[src/rtl/glyph_rom_scan.sv]
// Operator-glyph bitmap ROM with a registered lookup port and a row-scan streaming engine.
// Optional build macro GLYPH_INVERT_EN adds an invert input that complements output bitmaps.
module glyph_rom_scan #(
   parameter int GLYPH_W    = 16,
   parameter int GLYPH_H    = 16,
   parameter int NUM_GLYPHS = 4,
   parameter int GSEL_W     = 2,
   parameter int ROW_W      = 4
) (
   input  logic                clk,
   input  logic                rst_n,
`ifdef GLYPH_INVERT_EN
   input  logic                invert,
`endif
   input  logic [GSEL_W-1:0]   lk_glyph,
   input  logic [ROW_W-1:0]    lk_row,
   output logic [0:GLYPH_W-1]  lk_data,
   input  logic                scan_start,
   input  logic [GSEL_W-1:0]   scan_glyph,
   output logic                scan_busy,
   output logic                row_valid,
   input  logic                row_ready,
   output logic [0:GLYPH_W-1]  row_data,
   output logic [ROW_W-1:0]    row_idx,
   output logic                row_last
);

   typedef enum logic [0:0] {
      ST_IDLE   = 1'b0,
      ST_STREAM = 1'b1
   } state_t;

   localparam logic [ROW_W-1:0] LAST_ROW = ROW_W'(GLYPH_H - 1);

   // Glyph bitmap for (glyph, row); out-of-range coordinates yield a blank row before inversion.
   function automatic logic [0:GLYPH_W-1] f_rom_row(
      input logic [GSEL_W-1:0] g,
      input logic [ROW_W-1:0]  r,
      input logic              inv
   );
      logic [0:GLYPH_W-1] row;
      logic               minus_row;
      logic               equals_row;
      int                 gi;
      int                 ri;
      gi = int'(g);
      ri = int'(r);
      row = '0;
      minus_row  = (ri >= GLYPH_H/2 - 1) && (ri <= GLYPH_H/2 + 1);
      equals_row = ((ri >= GLYPH_H/4) && (ri <= GLYPH_H/4 + 2)) ||
                   ((ri >= GLYPH_H - GLYPH_H/4 - 3) && (ri <= GLYPH_H - GLYPH_H/4 - 1));
      if ((gi < NUM_GLYPHS) && (ri < GLYPH_H)) begin
         case (gi)
            1: begin
               if (minus_row) row = '1;
               else           row = '0;
            end
            2: begin
               if (minus_row) begin
                  row = '1;
               end else begin
                  row = '0;
                  row[GLYPH_W/2 - 1] = 1'b1;
                  row[GLYPH_W/2]     = 1'b1;
               end
            end
            3: begin
               if (equals_row) row = '1;
               else            row = '0;
            end
            default: row = '0;
         endcase
      end else begin
         row = '0;
      end
      return inv ? ~row : row;
   endfunction

   logic               w_inv_in;
`ifdef GLYPH_INVERT_EN
   assign w_inv_in = invert;
`else
   assign w_inv_in = 1'b0;
`endif

   state_t             r_state;
   state_t             w_state_nxt;
   logic [ROW_W-1:0]   r_row;
   logic [ROW_W-1:0]   w_row_nxt;
   logic [GSEL_W-1:0]  r_glyph;
   logic [GSEL_W-1:0]  w_glyph_nxt;
   logic               r_inv;
   logic               w_inv_nxt;
   logic               r_valid;
   logic               r_last;
   logic [0:GLYPH_W-1] r_data;
   logic [0:GLYPH_W-1] r_lk;

   // Lookup port: one-cycle registered read, independent of the scan engine.
   always_ff @(posedge clk or negedge rst_n) begin
      if (!rst_n) begin
         r_lk <= '0;
      end else begin
         r_lk <= f_rom_row(lk_glyph, lk_row, w_inv_in);
      end
   end

   // Scan next-state: start only from IDLE, advance one row per accepted beat, stop after the last row.
   always_comb begin
      w_state_nxt = r_state;
      w_row_nxt   = r_row;
      w_glyph_nxt = r_glyph;
      w_inv_nxt   = r_inv;
      case (r_state)
         ST_IDLE: begin
            if (scan_start) begin
               w_state_nxt = ST_STREAM;
               w_row_nxt   = '0;
               w_glyph_nxt = scan_glyph;
               w_inv_nxt   = w_inv_in;
            end else begin
               w_state_nxt = ST_IDLE;
            end
         end
         ST_STREAM: begin
            if (row_ready) begin
               if (r_row == LAST_ROW) begin
                  w_state_nxt = ST_IDLE;
                  w_row_nxt   = '0;
               end else begin
                  w_row_nxt   = r_row + ROW_W'(1);
               end
            end else begin
               w_state_nxt = ST_STREAM;
            end
         end
         default: begin
            w_state_nxt = ST_IDLE;
            w_row_nxt   = '0;
         end
      endcase
   end

   // Scan state and registered stream outputs, all derived from the next-state values.
   always_ff @(posedge clk or negedge rst_n) begin
      if (!rst_n) begin
         r_state <= ST_IDLE;
         r_row   <= '0;
         r_glyph <= '0;
         r_inv   <= 1'b0;
         r_valid <= 1'b0;
         r_last  <= 1'b0;
         r_data  <= '0;
      end else begin
         r_state <= w_state_nxt;
         r_row   <= w_row_nxt;
         r_glyph <= w_glyph_nxt;
         r_inv   <= w_inv_nxt;
         r_valid <= (w_state_nxt == ST_STREAM);
         r_last  <= (w_state_nxt == ST_STREAM) && (w_row_nxt == LAST_ROW);
         r_data  <= (w_state_nxt == ST_STREAM) ? f_rom_row(w_glyph_nxt, w_row_nxt, w_inv_nxt)
                                               : '0;
      end
   end

   assign lk_data   = r_lk;
   assign scan_busy = r_valid;
   assign row_valid = r_valid;
   assign row_data  = r_data;
   assign row_idx   = r_row;
   assign row_last  = r_last;

endmodule

[config.mk]
export PLATFORM = sky130hd
export DESIGN_NAME = glyph_rom_scan
export DESIGN_NICKNAME = d
export VERILOG_FILES = /design/src/rtl/glyph_rom_scan.sv
export SDC_FILE = /design/constraint.sdc
export NUM_CORES = 1
export LEC_CHECK = 0
export ABC_AREA = 1
export CORE_ASPECT_RATIO = 1.2
export CORE_MARGIN = 8
export CORE_UTILIZATION = 39
export DETAILED_ROUTE_END_ITERATION = 10
export PLACE_DENSITY_LB_ADDON = 0.2
export SYNTH_ARGS = -nofsm -noshare
export SYNTH_HDL_FRONTEND = slang
export SYNTH_SLANG_ARGS = --single-unit
export TNS_END_PERCENT = 20
[constraint.sdc]
create_clock -name clk -period 1.8 [get_ports clk]
set_clock_uncertainty 0.1 [all_clocks]
set_input_delay 0.27 -clock clk [delete_from_list [all_inputs] [get_ports clk]]
set_output_delay 0.27 -clock clk [all_outputs]
set_load 0.05 [all_outputs]
==> key figures, run 1 <==
Placed design
  – HPWL after DPL: roughly 2300 microns
  – RD Place Congestion: between 0.8 and 0.9
  – Placement Setup Slack: -0.2434 ns
  – Post-DP Area: 1680 sq um
  – PortBufs: 50
  – Placed insts: approximately 200

Final layout
  – Non-Filler Instances: about 210
  – Most frequent cells in the layout: 28 x buf_4, 28 x buf_12, 23 x nand2_1, 11 x inv_1
  – Area delta synth->final: 79.45%
  – Layout cell share with drive strength beyond 1: a little over half
  – Final core occ: between 70% and 80%
  – Cell area after layout: 1803 sq um
  – # fillers: 177
  – Antenna Cells: 0
  – Final net count: ~190

CTS
  – H-Tree Depth: 1
  – CTS Root Cell: clkbuf_4
  – CTS max path bufs: 2
  – CTS tree: built
  – CTS Hold Bufs: 0
  – Cts bufs inserted: 3
  – Worst-path clk slew: about 0.09 ns
  – Num Clock Sinks: 13
  – Latest clock arrival within the worst-skew pair: approximately 0.29 ns

STA
  – Final hold viol count: 0
  – Unrepaired setup endpoints after global routing: yes
  – Sum Neg Setup Slack: 0 ns
  – Final min period: about 1.8 ns
  – Max_slew headroom: 73.81%
  – Fmax achieved: 565.0 MHz
  – Max Slew Vio Count: 0
  – Period utilization: between 90% and 100%
  – Slew @ Worst Pin: slightly below 0.4 ns
  – Setup violators final: 0
  – Fin Hold WS: 0.1950 ns
  – Final WS setup: between 0.03 and 0.04 ns

Detailed routing
  – Routed wl met2: around 1600 microns
  – Remaining antenna violation count: 0
  – Final wirelength: 2946 microns
  – WL met1: between 1000 and 1500 microns
  – Highest layer used for signal routing: met4
  – Via density: 4.640
  – # DRC: 0
  – Vias: 979
  – DR iter-0 viols: between 70 and 80
  – DRT Pass-1 Iters: 4
  – Routed wire length on met3: between 100 and 150 microns
  – WL per Instance: between 10 and 15 microns

Logic synthesis
  – Syn Inst Count: 136
  – Syn_nets: about 150
  – Sequential element share of the synthesized area: approximately a third
  – Post-Syn Area: around 1000 sq um
  – Cell variety after synth: 19
  – Warnings from Yosys: 0
  – FF+latch count, synth: 13
  – Mapped Avg Cell Area: ~7.4 sq um

Job
  – Max_cap viols: 0

Floorplan
  – Die height: 71.60 microns
  – Die ar.: about 4500 sq um
  – Site Rows: 20
  – Initial Utilization: 40.15%
  – Ports: just over 50
  – Chip width: just over 60 microns
  – Core area: roughly 2500 sq um

GRT
  – Largest net degree at the start of global routing: 15
  – First-pass GRT wire length: 4602 microns
  – Vias in the first global route: 989
  – GRT Util Overall: about 13%
  – Grt ovf: 0
  – Initial antenna violation count: 0

Critical path
  – Capturing point of the worst reg2reg path: row_data[7]
  – WP data arrival: around 1.9 ns
  – CP endpoint kind: register
  – Critical Path RT: 1.89 ns
  – Worst R2R Start: row_idx[1]
  – Reg2Reg Setup Slack: 0.03 ns
  – R2r worst-path depth: 13
  – CP startpoint kind: register
  – Setup CP Type: reg -> reg
  – Critical Path Fanout Max: 4

Power and ir drop
  – VDD IR max: between 0.001 and 0.0015 V
  – Total power: approximately 3.2 mW
  – Static leakage: slightly below 0.9 nW
  – P per Cell Area: roughly 1800 nW/um^2

Outcome
  – Status: complete, no violations

Hold path
  – Worst min-delay path class: in -> async
## final cells by class
| class | instances | area, sq um | area share (%) |
|---|---|---|---|
| timing repair buffer | 67 | 883.3 | 48.99 |
| multi-input combinational | 78 | 461.7 | 25.61 |
| sequential | 13 | 329.1 | 18.25 |
| inverter | 16 | 60.06 | 3.331 |
| tap | 33 | 41.29 | 2.290 |
| clock buffer | 3 | 22.52 | 1.249 |
| clock inverter | 1 | 5.005 | 0.2776 |
## power by group
part           internal [mW]  total, mW  leakage, nW  switching (mW)
registers              0.396      0.483        0.157          0.0873
logic                   1.02       2.50        0.716            1.48
clock network         0.0827      0.190       0.0177           0.107
## metal layers
| layer | vias to the layer above | global-route usage, % |
|---|---|---|
| met1 | 457 | 13.71 |
| met2 | 39 | 22.58 |
| li1 | 477 | - |
| met4 | 0 | 6.091 |
| met5 | - | 0 |
| met3 | 6 | 2.496 |
## worst max-delay path, stage by stage, from the launching register on
cell     delay (ns)
dfrtp_2        0.44
ha_4           0.18
nand2_1        0.06
nor2_1         0.05
nor2_2         0.13
nand3_2        0.13
nand2_4        0.12
nand3_2        0.07
nand2_2        0.09
nand2_2        0.06
nand3_2        0.08
nand2_1        0.05
nand2_1        0.08
nor2_2         0.03
## cell usage after synthesis
| cell | number | share of area [%] |
|---|---|---|
| o21ai_0 | 3 | 1.5 |
| dfrtp_1 | 13 | 32 |
| o21ai_1 | 1 | 0.50 |
| or2_1 | 2 | 1.2 |
| inv_2 | 5 | 1.9 |
| nor2_1 | 12 | 4.5 |
| nor2_2 | 5 | 3.1 |
| nand3_2 | 4 | 4.0 |
| nand4_1 | 2 | 1.2 |
| nand2_1 | 29 | 11 |
| o21a_1 | 1 | 0.75 |
| ha_1 | 1 | 1.2 |
| buf_4 | 29 | 22 |
| a21oi_1 | 1 | 0.50 |
| nand2_2 | 3 | 1.9 |
| nand3_1 | 10 | 5.0 |
| nand2_4 | 1 | 1.1 |
| o21ai_2 | 3 | 2.6 |
| inv_1 | 11 | 4.1 |
## worst max path at each step
stage	startpoint	to	slack [ns]	cells after the start
6_report	row_idx[1]	row_data[7]	0.03	13
5_1_grt	row_idx[1]	row_data[7]	-0.09	12
3_5_place_dp	row_ready	row_data[7]	-0.24	14
3_3_place_gp	row_ready	row_data[7]	-0.18	14
4_1_cts	row_idx[1]	row_data[7]	0.005	13
2_1_floorplan	row_idx[2]	row_data[7]	0.01	11
## timing repair
action                                  CTS  global route
endpoints found under the setup margin    0             2
buffers inserted                          0             6
resized for setup                         0            15
## kinds of logic (layout without fill, tap and decap cells)
logic type	Yosys count	after routing	synth area share (%)
AOI/OAI and AO/OA	9	9	5.852
adders and majority gates	1	1	1.245
buffers and inverters	45	87	27.65
DFF	13	13	32.38
and+or+nand+nor	68	68	32.88
## sequential cells by signal, indices dropped and copies added (netlist names)
name,cells
row_idx,4
lk_data,2
row_valid,1
r_inv,1
row_last,1
row_data,2
r_glyph,2
Note: power is estimated with default switching activity, not from simulation.
==> run 2: changes to the inputs <==
--- a/config.mk
+++ b/config.mk
@@ -10,6 +10,7 @@
 export CORE_MARGIN = 8
 export CORE_UTILIZATION = 39
 export DETAILED_ROUTE_END_ITERATION = 10
+export GPL_TIMING_DRIVEN = 1
 export PLACE_DENSITY_LB_ADDON = 0.2
 export SYNTH_ARGS = -nofsm -noshare
 export SYNTH_HDL_FRONTEND = slang
==> results of run 2 <==
No change in the layout: final DEF, timing and power equal those of run 1.
